### config.mk
export PLATFORM = sky130hd
export DESIGN_NAME = uart_rx_frame_parser
export DESIGN_NICKNAME = d
export VERILOG_FILES = /design/src/rtl/uart_rx_frame_parser.sv
export SDC_FILE = /design/constraint.sdc
export NUM_CORES = 1
export LEC_CHECK = 0
export BUFFER_PORTS_ARGS = -buffer_cell sky130_fd_sc_hd__buf_2
export CAP_MARGIN = 10
export CORE_ASPECT_RATIO = 1.25
export CORE_MARGIN = 2
export CORE_UTILIZATION = 56
export CTS_CLUSTER_DIAMETER = 40
export CTS_CLUSTER_SIZE = 20
export DETAILED_ROUTE_END_ITERATION = 16
export PLACE_DENSITY = 0.84
export SLEW_MARGIN = 10
export SYNTH_ARGS = -nofsm -noshare
export SYNTH_HDL_FRONTEND = slang
export SYNTH_SLANG_ARGS = --single-unit
export TNS_END_PERCENT = 20
### constraint.sdc
create_clock -name i_Clock -period 2.5 [get_ports i_Clock]
set_input_delay 0.25 -clock i_Clock [delete_from_list [all_inputs] [get_ports i_Clock]]
set_output_delay 0.25 -clock i_Clock [all_outputs]
set_load 0.05 [all_outputs]
### src/rtl/uart_rx_frame_parser.sv
// uart_rx_frame_parser
//   Consumes the UART receiver byte stream and frames it as
//   SYNC, LEN, LEN payload bytes, CSUM. Payload bytes are forwarded one
//   clock after they arrive; every started frame that is not cut short by
//   reset ends with exactly one o_Frame_Done pulse carrying its status.
//
// Handshake: all strobes here (i_RX_DV, o_Data_DV, o_Frame_Done) are
//   valid-only, one cycle wide, with no ready/backpressure. Data or status
//   is meaningful only in the cycle its strobe is high and must be taken
//   in that cycle. When a strobe is low, its companion outputs are driven to 0.
//
// The FSM state is held in the signal "state" (type state_t), which
// checkers can bind to directly. o_Busy is its registered "not IDLE" view.

module uart_rx_frame_parser #(
   parameter logic [7:0] SYNC_BYTE    = 8'hA5,
   parameter int         MAX_LEN      = 64,
   parameter int         TIMEOUT_CLKS = 8680
) (
   input  logic       i_Clock,
   input  logic       i_Reset,
   input  logic       i_RX_DV,
   input  logic [7:0] i_RX_Byte,
   output logic       o_Data_DV,
   output logic [7:0] o_Data_Byte,
   output logic       o_Data_Last,
   output logic       o_Frame_Done,
   output logic [1:0] o_Frame_Err,
   output logic       o_Busy
);

   // Status codes reported with o_Frame_Done.
   localparam logic [1:0] ERR_OK      = 2'd0;
   localparam logic [1:0] ERR_CSUM    = 2'd1;
   localparam logic [1:0] ERR_LEN     = 2'd2;
   localparam logic [1:0] ERR_TIMEOUT = 2'd3;

   // The idle timer must be able to hold TIMEOUT_CLKS-1; expiry is flagged
   // when it sits at that value with no byte arriving.
   localparam int                   TIMER_W    = $clog2(TIMEOUT_CLKS + 1);
   localparam logic [TIMER_W-1:0]   TIMER_LAST = TIMER_W'(TIMEOUT_CLKS - 1);
   localparam logic [7:0]           MAX_LEN_B  = 8'(MAX_LEN);

   typedef enum logic [1:0] {
      S_IDLE    = 2'd0,
      S_LEN     = 2'd1,
      S_PAYLOAD = 2'd2,
      S_CSUM    = 2'd3
   } state_t;

   // Current registered state and working registers.
   state_t             state;
   logic [7:0]         sum;
   logic [7:0]         count;
   logic [TIMER_W-1:0] timer;

   // Next-cycle values computed combinationally.
   state_t             state_n;
   logic [7:0]         sum_n;
   logic [7:0]         count_n;
   logic [TIMER_W-1:0] timer_n;
   logic               data_dv_n;
   logic [7:0]         data_byte_n;
   logic               data_last_n;
   logic               frame_done_n;
   logic [1:0]         frame_err_n;
   logic               busy_n;

   // Inter-byte gap has run out: only possible while a frame is open and no
   // byte shows up this cycle (a byte on the expiry cycle takes priority).
   logic               timeout;

   assign timeout = (state != S_IDLE) && !i_RX_DV && (timer == TIMER_LAST);

   // Next-state and next-output logic.
   always_comb begin
      state_n      = state;
      sum_n        = sum;
      count_n      = count;
      data_dv_n    = 1'b0;
      data_byte_n  = 8'h00;
      data_last_n  = 1'b0;
      frame_done_n = 1'b0;
      frame_err_n  = ERR_OK;

      // Timer only runs between bytes of an open frame.
      if (state == S_IDLE || i_RX_DV) begin
         timer_n = '0;
      end else begin
         timer_n = timer + TIMER_W'(1);
      end

      case (state)
         S_IDLE: begin
            // Anything other than the marker is line noise; drop it.
            if (i_RX_DV && i_RX_Byte == SYNC_BYTE) begin
               state_n = S_LEN;
            end
         end

         S_LEN: begin
            if (i_RX_DV) begin
               if (i_RX_Byte == 8'h00 || i_RX_Byte > MAX_LEN_B) begin
                  frame_done_n = 1'b1;
                  frame_err_n  = ERR_LEN;
                  state_n      = S_IDLE;
               end else begin
                  // The checksum covers LEN itself, so seed it here.
                  count_n = i_RX_Byte;
                  sum_n   = i_RX_Byte;
                  state_n = S_PAYLOAD;
               end
            end
         end

         S_PAYLOAD: begin
            if (i_RX_DV) begin
               data_dv_n   = 1'b1;
               data_byte_n = i_RX_Byte;
               sum_n       = sum + i_RX_Byte;
               count_n     = count - 8'd1;
               if (count == 8'd1) begin
                  data_last_n = 1'b1;
                  state_n     = S_CSUM;
               end
            end
         end

         S_CSUM: begin
            if (i_RX_DV) begin
               frame_done_n = 1'b1;
               frame_err_n  = (i_RX_Byte == sum) ? ERR_OK : ERR_CSUM;
               state_n      = S_IDLE;
            end
         end

         default: begin
            state_n = S_IDLE;
         end
      endcase

      // Timeout can only fire on a cycle with no byte, so it never competes
      // with the per-state decisions above.
      if (timeout) begin
         frame_done_n = 1'b1;
         frame_err_n  = ERR_TIMEOUT;
         state_n      = S_IDLE;
      end

      busy_n = (state_n != S_IDLE);
   end

   // State, working registers and registered outputs.
   always_ff @(posedge i_Clock) begin
      if (i_Reset) begin
         state        <= S_IDLE;
         sum          <= 8'h00;
         count        <= 8'h00;
         timer        <= '0;
         o_Data_DV    <= 1'b0;
         o_Data_Byte  <= 8'h00;
         o_Data_Last  <= 1'b0;
         o_Frame_Done <= 1'b0;
         o_Frame_Err  <= 2'd0;
         o_Busy       <= 1'b0;
      end else begin
         state        <= state_n;
         sum          <= sum_n;
         count        <= count_n;
         timer        <= timer_n;
         o_Data_DV    <= data_dv_n;
         o_Data_Byte  <= data_byte_n;
         o_Data_Last  <= data_last_n;
         o_Frame_Done <= frame_done_n;
         o_Frame_Err  <= frame_err_n;
         o_Busy       <= busy_n;
      end
   end

   // The checksum is its own byte, so the last payload byte and the frame
   // status can never be reported in the same cycle.
   a_last_not_done : assert property (@(posedge i_Clock) !(o_Data_Last && o_Frame_Done));

   // Last is only ever a qualifier of a data strobe.
   a_last_with_dv : assert property (@(posedge i_Clock) o_Data_Last |-> o_Data_DV);

endmodule

---- After elaboration in Yosys (flattened, before gate mapping) ----
Cells that the tools add are included.
word-level totals
  bits in registers ....................... 46
  logic and storage cells ................. 67
  memories ................................ 0
  memory bits (writable) .................. 0
  output and inout bits ................... 14
  memory bits (read-only) ................. 0
  latch bits .............................. 0
cells by class
  magnitude comparators ................... 1
  divide/modulo/power cells ............... 0
  bitwise logic cells ..................... 2
  reductions and logical operators ........ 15
  mux-type cells .......................... 26
  equal/unequal tests ..................... 10
  $mul .................................... 0
  shift-type cells ........................ 0
  add/subtract/negate cells ............... 3
operators by type and width
  operator                                                                number
  8-bit 2-to-1 mux                                                        4
  8-bit one-hot mux with 2 select lines                                   2
  2-bit 2-to-1 mux                                                        10
  14-bit by 1-bit adder with 14-bit output (second input constant)        1
  14-bit equality test (second input constant)                            1
  8-bit adder                                                             1
  8-bit by 1-bit equality test with 1-bit output (second input constant)  1
  8-bit equality test                                                     1
  8-bit equality test (second input constant)                             1
  8-bit by 7-bit > comparator with 1-bit output (second input constant)   1
  8-bit logical NOT                                                       1
  2-bit one-hot mux with 4 select lines                                   1
  8-bit by 1-bit subtractor with 8-bit output (second input constant)     1
  1-bit 2-to-1 mux                                                        7
  2-bit != test (second input constant)                                   3
  2-bit nonzero test                                                      3
  2-bit equality test (second input constant)                             2
  2-bit one-hot mux with 2 select lines                                   1
  4-bit AND reduction                                                     1
  2-bit OR reduction                                                      2
  1-bit logical AND                                                       3
  3-bit OR reduction                                                      1
  2-bit by 1-bit equality test with 1-bit output (second input constant)  1
  2-bit logical NOT                                                       1
  other kinds (4)                                                         6

---- Longest topological paths before layout ----
  depth after elaboration ................. 7
  gate-level depth with buffers ........... 9

---- Least setup slack after synthesis ----
OpenSTA, ideal clock, no wires.
  path type ............................... reg-to-reg
  start point ............................. register sum[6]
  end point ............................... register sum[7]
  slack ................................... 0.608 ns
  setup time .............................. 0.070 ns
  buffers on the path ..................... 0
  cell stages (with the launch flop) ...... 7
  arrival ................................. 1.821 ns
  cells stage by stage .................... dfxtp_1 > ha_1 > a2111o_1 > o21ai_0 > xor2_1 > mux2_2 > a21oi_1
on the way
  word-level cells in the longest chain between the ends .. 3
ends and longest elaborated chain
  what                                   line  RTL
  from (decl)                            53    logic [7:0] sum;
  from (signal assigned)                 168   sum <= sum_n;
  8-bit adder                            120   sum_n = sum + i_RX_Byte;
  8-bit 2-to-1 mux                       117   if (i_RX_DV) begin
  8-bit one-hot mux with 2 select lines  93    case (state)
Every way passes these cells. The select of a mux whose other input is x is not followed.
A chain may end at the register's enable or synchronous reset.

---- Final worst setup path ----
  start point ............................. register sum[0]
  end point ............................... register sum[6]
Same word-level chain as after synthesis.

==> impl_metrics.json <==
{
  "syn_inst": 276,
  "hold_ws_ns": 0.232,
  "place_area_um2": 2500,
  "clockRootBuffer": "clkbuf_8",
  "hpwl_um": 3500,
  "cts_tree": "done",
  "place_ws_ns": 0.343,
  "cts_made_buffers": 5,
  "ys_seq_area_share_pct": 38.5,
  "rsz0062_at_grt": "no",
  "r2r-start": "sum[0]$_SDFFE_PP0P_",
  "grt_pass1_vias": 1893,
  "port-buffer-count": 24,
  "hold_path.class": "in -> reg",
  "internal_power_mw": 0.952,
  "grt_use_total_pct": 21.3,
  "peakVddDrop_uv": 259,
  "global_route.usage.met1_pct": 25.6,
  "nFillCells": 359,
  "seqCellArea_um2": 921,
  "postCtsSetupRepairBufs": 0,
  "use_met2_pct": 38.1,
  "fmax_ghz": 0.476,
  "ant_nets": 0,
  "vias": 1950,
  "slowest_delay_ns": 0.39,
  "diodes": 0,
  "core_um2": 4100,
  "critPathRequiredTime_ns": 2.72,
  "syn_area_um2": 2390,
  "cts_buffer_depth": 2,
  "finalCritPeriodShare_pct": 84.1,
  "p_comb_share_pct": 5.3,
  "final_area_um2": 2590,
  "use_met3_pct": 4.25,
  "relSlewSlack_pct": 46.4,
  "worst_setup_path_start_kind": "flip-flop",
  "hp-start": "i_RX_Byte[4]",
  "setup_viol": 0,
  "die_w_um": 62.4,
  "yosysTopAreaCellShare_pct": 38.5,
  "slew_viol_final": 0,
  "rows": 26,
  "antenna_found_initial": 0,
  "drv_cap": 0,
  "ys_ff_latch": 46,
  "synthArstFlopShare_pct": 0,
  "syn_nets": 298,
  "grt-busiest-layer": "met2",
  "timing.final.crit_period_ns": 2.10,
  "ys_top_cells_by_area": "dfxtp_1 39%, nor2_1 5.5%, ha_1 5.2%",
  "area_growth_pct": 8.59,
  "cp_max_fo": 3,
  "worstSetupEndpointType": "flip-flop",
  "drt-vias-per-instance": 5.51,
  "clock-sinks": 46,
  "final_nets": 319,
  "hold_path_depth": 2,
  "crit_buf_inv": 1,
  "power_density_nw_per_um2": 481,
  "p_switching_mw": 0.296,
  "stdcell_count": 354,
  "rr_worst_depth": 9,
  "pin_count": 25,
  "grt_start_max_net_pins": 24,
  "reg2reg_slack_ns": 0.40,
  "crit_path_cell_trace": "ha_1 > inv_1 > fa_1 > nand2b_1 > a21oi_1 > o21ai_0 > mux2i_1 > nand2_1 > a311oi_2",
  "synth_edf_count": 0,
  "grt_pass1_wl_um": 8380,
  "drtIter0Drc": 145,
  "drc_errors": 0,
  "p_sw_share_pct": 23.7,
  "multiInputGateArea_um2": 1350,
  "place_inst": 346,
  "ys_warn_count": 0,
  "clk_pin_slew_ns": 0.09,
  "skew_ns": 0.00889,
  "yosys.cell_types.count": 55,
  "htree_levels": 2,
  "syn_avg_cell_area_um2": 8.66,
  "grt_overflow_total": 0,
  "fin_ws_ns": 0.399,
  "wire_per_inst_um": 13.3,
  "worstMarginPinSlew_ns": 0.802,
  "p_clk_share_pct": 36.0,
  "ys.flop_type": "dfxtp_1",
  "cts_hold_buf": 0,
  "mostFrequentLayoutCell": "dfxtp_1",
  "p_leak_nw": 0.965,
  "fin_tns_setup_ns": 0,
  "final_cell_mix": "46 x dfxtp_1, 35 x nor2_1, 27 x nand2_1",
  "status": "complete, no violations",
  "cts_resized": 0,
  "rr_endpoint": "sum[6]$_SDFFE_PP0P_",
  "cp_top_family": "adder cells",
  "yosys.area.top_type": "dfxtp_1",
  "cpMaxStageDelayCell": "fa_1",
  "first_pass_iters": 4,
  "critPathKind": "reg -> reg",
  "initial_core_util_pct": 58.3,
  "routed_wl_um": 4730,
  "worstPathArrival_ns": 2.32,
  "sequentialPowerShare_pct": 58.7,
  "die_height_um": 77.0,
  "place_congestion": 0.928,
  "worstSkewPairLatency_ns": 0.30,
  "hold_viol_final": 0,
  "fp.dieArea_um2": 4810,
  "drive_above_1_share_pct": 16.8,
  "min_to": "o_Data_Byte[4]$_SDFF_PP0_"
}
[sequential cells by signal, summed over array words and instances, names as in the netlist]
name	cells
o_Data_Last	1
timer	14
o_Data_Byte	8
o_Data_DV	1
o_Frame_Err	2
o_Busy	1
state	2
sum	8
count	8
o_Frame_Done	1
[cell usage after synthesis, drive strengths merged (2+ instances only)]
cell and instances:
a21oi 17, buf 8, mux2i 2, nand4 3, o21a 2, o311a 2
ha 10, a211oi 4, nand3 11, nor3b 2, nor4 3, o21ai 21
mux2 2, xor2 8, nor2b 2, a21o 2, inv 9, xnor2 4
and2 11, nor2 35, or3 5, nor3 8, a2111oi 2, o41ai 2
dfxtp 46, nand2 28, a311oi 3, or2 2, or4 2, clkbuf 3
nand2b 4, o31ai 2
[metrics by stage]
step / util, % / power [mW]
global route: 63.3 / 1.29
CTS: 63.3 / 1.26
global placement: 61.1 / 0.815
finish: 63.3 / 1.25
detailed placement: 61.1 / 0.815
floorplan: - / 0.793
[power by group through the flow]
stage	registers (mW)	logic, mW	clock network [mW]
after floorplan	0.750	0.0432	0
after global placement	0.749	0.0655	0
after detailed placement	0.749	0.0658	0
after CTS	0.732	0.0661	0.464
after global routing	0.732	0.0734	0.488
final	0.732	0.0663	0.449
[worst max path at each step]
stage	start	end	slack, ns	cells past startpoint
2_1_floorplan	sum[6]$_SDFFE_PP0P_	sum[7]$_SDFFE_PP0P_	0.61	6
3_3_place_gp	i_RX_Byte[6]	sum[7]$_SDFFE_PP0P_	0.43	7
3_5_place_dp	i_RX_Byte[6]	sum[7]$_SDFFE_PP0P_	0.34	8
4_1_cts	sum[0]$_SDFFE_PP0P_	sum[6]$_SDFFE_PP0P_	0.43	9
5_1_grt	sum[1]$_SDFFE_PP0P_	sum[7]$_SDFFE_PP0P_	0.26	7
6_report	sum[0]$_SDFFE_PP0P_	sum[6]$_SDFFE_PP0P_	0.40	9
[layout make-up]
cell class,count,area share (%)
clock buffer,5,2.65
tap,56,2.70
clock inverter,3,0.820
sequential,46,35.5
timing repair buffer,25,4.92
inverter,9,1.30
multi-input combinational,210,52.1
[kinds of logic after synthesis]
kind of cell / count (synthesis) / synth area share, %
buffers and inverters: 20 / 4.87
DFF: 46 / 38.5
AOI/OAI and AO/OA: 63 / 19.0
and+or+nand+nor: 120 / 25.3
muxes: 4 / 1.78
adders and majority gates: 11 / 6.07
xor gates and xnor gates: 12 / 4.40
[routing by layer]
metal  vias to the layer above  wire length (um)
met5                         -                 0
met4                         0                65
met3                         8               126
met2                        26              2370
met1                       897              2170
li1                       1019                 -
Note: power is estimated with default switching activity, not from simulation.
